**config.mk**
```make
export PLATFORM = sky130hd
export DESIGN_NAME = bcd_7seg_mux
export DESIGN_NICKNAME = d
export VERILOG_FILES = /design/src/rtl/bcd_7seg_mux.sv
export SDC_FILE = /design/constraint.sdc
export NUM_CORES = 1
export LEC_CHECK = 0
export ABC_AREA = 1
export CORE_ASPECT_RATIO = 1.75
export CORE_UTILIZATION = 63
export CTS_BUF_LIST = sky130_fd_sc_hd__clkbuf_4 sky130_fd_sc_hd__clkbuf_8
export CTS_CLUSTER_SIZE = 30
export DETAILED_ROUTE_END_ITERATION = 10
export PLACE_DENSITY = 0.87
export SLEW_MARGIN = 20
export SYNTH_ARGS = -nofsm -noshare
export SYNTH_HDL_FRONTEND = slang
export SYNTH_SLANG_ARGS = --single-unit
```
**constraint.sdc**
```tcl
create_clock -name clk -period 3.92 [get_ports clk]
set_clock_uncertainty 0.15 [all_clocks]
set_input_delay 0.392 -clock clk [delete_from_list [all_inputs] [get_ports clk]]
set_output_delay 0.392 -clock clk [all_outputs]
set_load 0.01 [all_outputs]
```
**src/rtl/bcd_7seg_mux.sv**
```systemverilog
// Time-multiplexed BCD to 7-segment display driver with a dead cycle between
// digit slots, frame-synchronous value updates and leading-zero blanking.
module bcd_7seg_mux #(
  parameter int NUM_DIGITS   = 2,
  parameter int REFRESH_DIV  = 1000,
  parameter int COMMON_ANODE = 0,
  parameter int BLANK_ZEROS  = 1
) (
  input  logic                    clk,
  input  logic                    rst_n,
  input  logic                    ena,
  input  logic                    load,
  input  logic [4*NUM_DIGITS-1:0] bcd_in,
  output logic [6:0]              seg,
  output logic [NUM_DIGITS-1:0]   digit_sel,
  output logic                    frame_done
);

  localparam int CNT_W = $clog2(REFRESH_DIV);
  localparam int IDX_W = (NUM_DIGITS > 1) ? $clog2(NUM_DIGITS) : 1;
  localparam logic [CNT_W-1:0] CNT_LAST = CNT_W'(REFRESH_DIV - 1);
  localparam logic [IDX_W-1:0] IDX_LAST = IDX_W'(NUM_DIGITS - 1);

  function automatic logic [6:0] decode(input logic [3:0] d);
    logic [6:0] s;
    case (d)
      4'd0:    s = 7'h3F;
      4'd1:    s = 7'h06;
      4'd2:    s = 7'h5B;
      4'd3:    s = 7'h4F;
      4'd4:    s = 7'h66;
      4'd5:    s = 7'h6D;
      4'd6:    s = 7'h7D;
      4'd7:    s = 7'h07;
      4'd8:    s = 7'h7F;
      4'd9:    s = 7'h6F;
      default: s = 7'h79;
    endcase
    return s;
  endfunction

  logic [CNT_W-1:0]        cnt_q, cnt_d;
  logic [IDX_W-1:0]        idx_q, idx_d;
  logic [4*NUM_DIGITS-1:0] pending_q, pending_d;
  logic [4*NUM_DIGITS-1:0] disp_q, disp_d;
  logic                    pend_valid_q, pend_valid_d;
  logic [6:0]              seg_q, seg_d;
  logic [NUM_DIGITS-1:0]   sel_q, sel_d;
  logic                    frame_done_q, frame_done_d;

  logic [6:0]            digit_seg [NUM_DIGITS];
  logic [NUM_DIGITS-1:0] slot_sel;
  logic [NUM_DIGITS:1]   upper_zero;
  logic                  boundary;

  // upper_zero[i]: displayed digit i and every digit above it are zero.
  assign upper_zero[NUM_DIGITS] = 1'b1;

  genvar gi;
  generate
    for (gi = 0; gi < NUM_DIGITS; gi++) begin : g_digit
      assign slot_sel[gi] = (idx_q == IDX_W'(gi));
      if (gi == 0) begin : g_units
        assign digit_seg[gi] = decode(disp_q[3:0]);
      end else begin : g_upper
        if (gi < NUM_DIGITS - 1) begin : g_mid
          assign upper_zero[gi] = (disp_q[4*gi +: 4] == 4'd0) && upper_zero[gi+1];
        end else begin : g_top
          assign upper_zero[gi] = (disp_q[4*gi +: 4] == 4'd0);
        end
        assign digit_seg[gi] = ((BLANK_ZEROS != 0) && upper_zero[gi]) ? 7'h00
                                                                        : decode(disp_q[4*gi +: 4]);
      end
    end
  endgenerate

  assign boundary = ena && (idx_q == IDX_LAST) && (cnt_q == CNT_LAST);

  always_comb begin
    cnt_d        = cnt_q;
    idx_d        = idx_q;
    pending_d    = pending_q;
    disp_d       = disp_q;
    pend_valid_d = pend_valid_q;
    seg_d        = seg_q;
    sel_d        = sel_q;
    frame_done_d = boundary;

    if (ena) begin
      if (cnt_q == CNT_LAST) begin
        cnt_d = '0;
        idx_d = (idx_q == IDX_LAST) ? '0 : idx_q + 1'b1;
      end else begin
        cnt_d = cnt_q + 1'b1;
      end
      // cnt==0 is the anti-ghosting dead cycle of each slot.
      if (cnt_q == '0) begin
        seg_d = '0;
        sel_d = '0;
      end else begin
        seg_d = digit_seg[idx_q];
        sel_d = slot_sel;
      end
    end

    if (load) begin
      pending_d    = bcd_in;
      pend_valid_d = 1'b1;
    end

    // A load landing exactly on the boundary goes straight to the display.
    if (boundary) begin
      if (load) begin
        disp_d       = bcd_in;
        pend_valid_d = 1'b0;
      end else if (pend_valid_q) begin
        disp_d       = pending_q;
        pend_valid_d = 1'b0;
      end
    end
  end

  always_ff @(posedge clk or negedge rst_n) begin
    if (!rst_n) begin
      cnt_q        <= '0;
      idx_q        <= '0;
      pending_q    <= '0;
      disp_q       <= '0;
      pend_valid_q <= 1'b0;
      seg_q        <= '0;
      sel_q        <= '0;
      frame_done_q <= 1'b0;
    end else begin
      cnt_q        <= cnt_d;
      idx_q        <= idx_d;
      pending_q    <= pending_d;
      disp_q       <= disp_d;
      pend_valid_q <= pend_valid_d;
      seg_q        <= seg_d;
      sel_q        <= sel_d;
      frame_done_q <= frame_done_d;
    end
  end

  // Polarity inversion sits after everything, so reset and dead cycles are "off" too.
  assign seg        = (COMMON_ANODE != 0) ? ~seg_q : seg_q;
  assign digit_sel  = (COMMON_ANODE != 0) ? ~sel_q : sel_q;
  assign frame_done = frame_done_q;

endmodule

```
==> flow_metrics.env <==
export IMPL_r2r_cells=7
export IMPL_grt_pass1_wl_mm=7.71
export IMPL_n_antenna_cell=0
export IMPL_cp_slowest_stage_delay_ns=0.72
export IMPL_reg2reg_to="cnt_q[8]$_DFFE_PN0P_"
export IMPL_dr_pass1_iters=4
export IMPL_layout_common_cells="104 x nand2_1, 38 x dfrtp_1, 34 x inv_1, 24 x nand3_1, 20 x clkdlybuf4s50_1"
export IMPL_h_tree_depth=2
export IMPL_ant_nets=0
export IMPL_antenna_found_initial=0
export IMPL_rsz0062_at_grt="no"
export IMPL_tightest_slew_ns=0.936
export IMPL_ys_ff_latch=38
export IMPL_syn_area_um2=2180
export IMPL_p_leak_nw=1.31
export IMPL_hold_buffers=0
export IMPL_yosysWarnings=0
export IMPL_area_growth_pct=14.0
export IMPL_layout_cells_non_filler=353
export IMPL_min_path_type="in -> async"
export IMPL_nets=334
export IMPL_vias=1888
export IMPL_rrSetupSlack_ns=2.30
export IMPL_grt_ovfl_total=0
export IMPL_port_buffer_count=21
export IMPL_cts_made_buffers=5
export IMPL_cts_sinks=38
export IMPL_layout_commonest_cell="nand2_1"
export IMPL_crit_required_ns=3.95
export IMPL_grt_max_degree=39
export IMPL_post_cts_buffers=0
export IMPL_syn_nets=313
export IMPL_slew_headroom_pct=37.6
export IMPL_initialDrtViolationCount=34
export IMPL_ios=22
export IMPL_critPathKind="in -> reg"
export IMPL_final_setup_viol_count=0
export IMPL_finalHoldViolCount=0
export IMPL_wl_per_cell_um=13.2
export IMPL_grt_usage_pct=29.2
export IMPL_end_kind="flip-flop"
export IMPL_period_minus_slack_ns=2.03
export IMPL_core_area_um2=3210
export IMPL_syn_inst=289
export IMPL_die_w_um=46.5
export IMPL_yosysUniqueCellTypes=26
export IMPL_cts_tree="done"
export IMPL_gp_congestion=0.843
export IMPL_vias_per_cell=5.35
export IMPL_cts_buffer_depth=2
export IMPL_ys_seq_area_share_pct=43.6
export IMPL_pwr_density_cell_nw_per_um2=384
export IMPL_grt_pass1_vias=1917
export IMPL_slowest_stage="clkdlybuf4s50_1"
export IMPL_vdd_drop_max_uv=360
export IMPL_route_detailed_drc=0
export IMPL_drive_above_1_share_pct=6.77
export IMPL_finalSetupTns_ns=0
export IMPL_synth_area_per_cell_um2=7.54
export IMPL_run_status="finished, final reports clean"
export IMPL_fin_crit_sh_pct=51.7
export IMPL_clk_pin_slew_ns=0.07
export IMPL_die_area_um2=3710
export IMPL_cts_root_buf="clkbuf_8"
export IMPL_dpl_cell_count=346
export IMPL_clock_latency_ns=0.29
export IMPL_start_kind="input pin"
export IMPL_fmax_mhz=493
export IMPL_start_util_pct=67.9
export IMPL_cp_cell_sequence="clkdlybuf4s50_1, inv_1, nor2_1, nand3_2, inv_2, nand2_1, nand2_1, inv_1"
export IMPL_max_cap_viol_count=0
export IMPL_critPathArrivalTime_ns=2.06
export IMPL_wirelength_mm=4.67
export IMPL_dpl_hpwl_mm=3.49
export IMPL_rows=27
export IMPL_worstPathMaxFanout=14
export IMPL_cts_resized=0
export IMPL_maxSlewViolCount=0
export IMPL_die_h_um=79.8
export IMPL_reg2reg_from="cnt_q[0]$_DFFE_PN0P_"
routing by layer:
metal  track usage (%)  vias to the layer above  part of all wire [%]
li1                  -                      948                     -
met3              6.33                       20                   2.2
met1              28.1                      889                    38
met4              17.6                        0                   4.2
met2              51.9                       31                    55
met5                 0                        -                     0
registers in the layout, summed over array words and instances, names as in the netlist:
register	count
pend_valid_q	1
disp_q	8
pending_q	8
cnt_q	10
frame_done	1
seg	7
digit_sel	2
idx_q	1
worst max-delay path by stage:
stage,from,endpoint,depth (start not counted)
6_report,ena,pend_valid_q$_DFF_PN0_,8
5_1_grt,ena,pend_valid_q$_DFF_PN0_,8
4_1_cts,ena,pend_valid_q$_DFF_PN0_,8
3_5_place_dp,ena,pend_valid_q$_DFF_PN0_,8
3_3_place_gp,ena,pend_valid_q$_DFF_PN0_,8
2_1_floorplan,cnt_q[0]$_DFFE_PN0P_,disp_q[6]$_DFFE_PN0P_,8
worst max-delay path: cells and delay by family:
kind | cells | cell delay (ns)
buffers and inverters | 4 | 1.16
AND/OR/NAND/NOR | 4 | 0.50
cell usage after synthesis (all sizes together):
cell      n  area share [%]
o21ai     8             1.8
nand3b    2            0.69
or2       2            0.57
buf       5             1.1
nand4    14             4.0
nor2     22             4.8
o211ai    1            0.34
clkbuf    2            0.34
dfrtp    38              44
a22o      2            0.80
nand2   107              19
inv      38             6.5
ha       12             6.9
a21oi     2            0.46
nor3      6             1.6
xor2      2            0.80
nand3    26             6.8
through the flow:
step                area, µm²  hold slack [ns]  power (mW)  setup slack [ns]  utilization, %
floorplan                2180          -0.0536       0.639              2.51               -
global placement         2410            0.305       0.705              1.64            75.0
detailed placement       2410            0.310       0.711              1.60            75.0
CTS                      2480           0.0980       0.962              1.89            77.4
global route             2480            0.152        1.01              1.66            77.4
finish                   2480           0.0800       0.955              1.89            77.4
area by class of cell:
class	instances	area [µm²]
tap	43	53.8
clock buffer	5	68.8
inverter	38	143
fill	260	724
sequential	38	951
multi-input combinational	206	1050
timing repair buffer	21	205
clock inverter	2	10.0
report_power, final:
group          switching [mW]  total, mW  internal, mW  leakage (nW)
sequential             0.0603      0.500         0.440         0.476
combinational           0.131      0.204        0.0733         0.795
clock                   0.132      0.251         0.119        0.0438
total                   0.323      0.955         0.632          1.31
cell families after synthesis:
kind of cell	count (synthesis)	synth area share [%]
and+or+nand+nor	179	37.2
buffers and inverters	45	8.04
DFF	38	43.6
AOI/OAI and AO/OA	13	3.44
adders and majority gates	12	6.89
xor gates and xnor gates	2	0.804
Note: power is estimated with default switching activity, not from simulation.
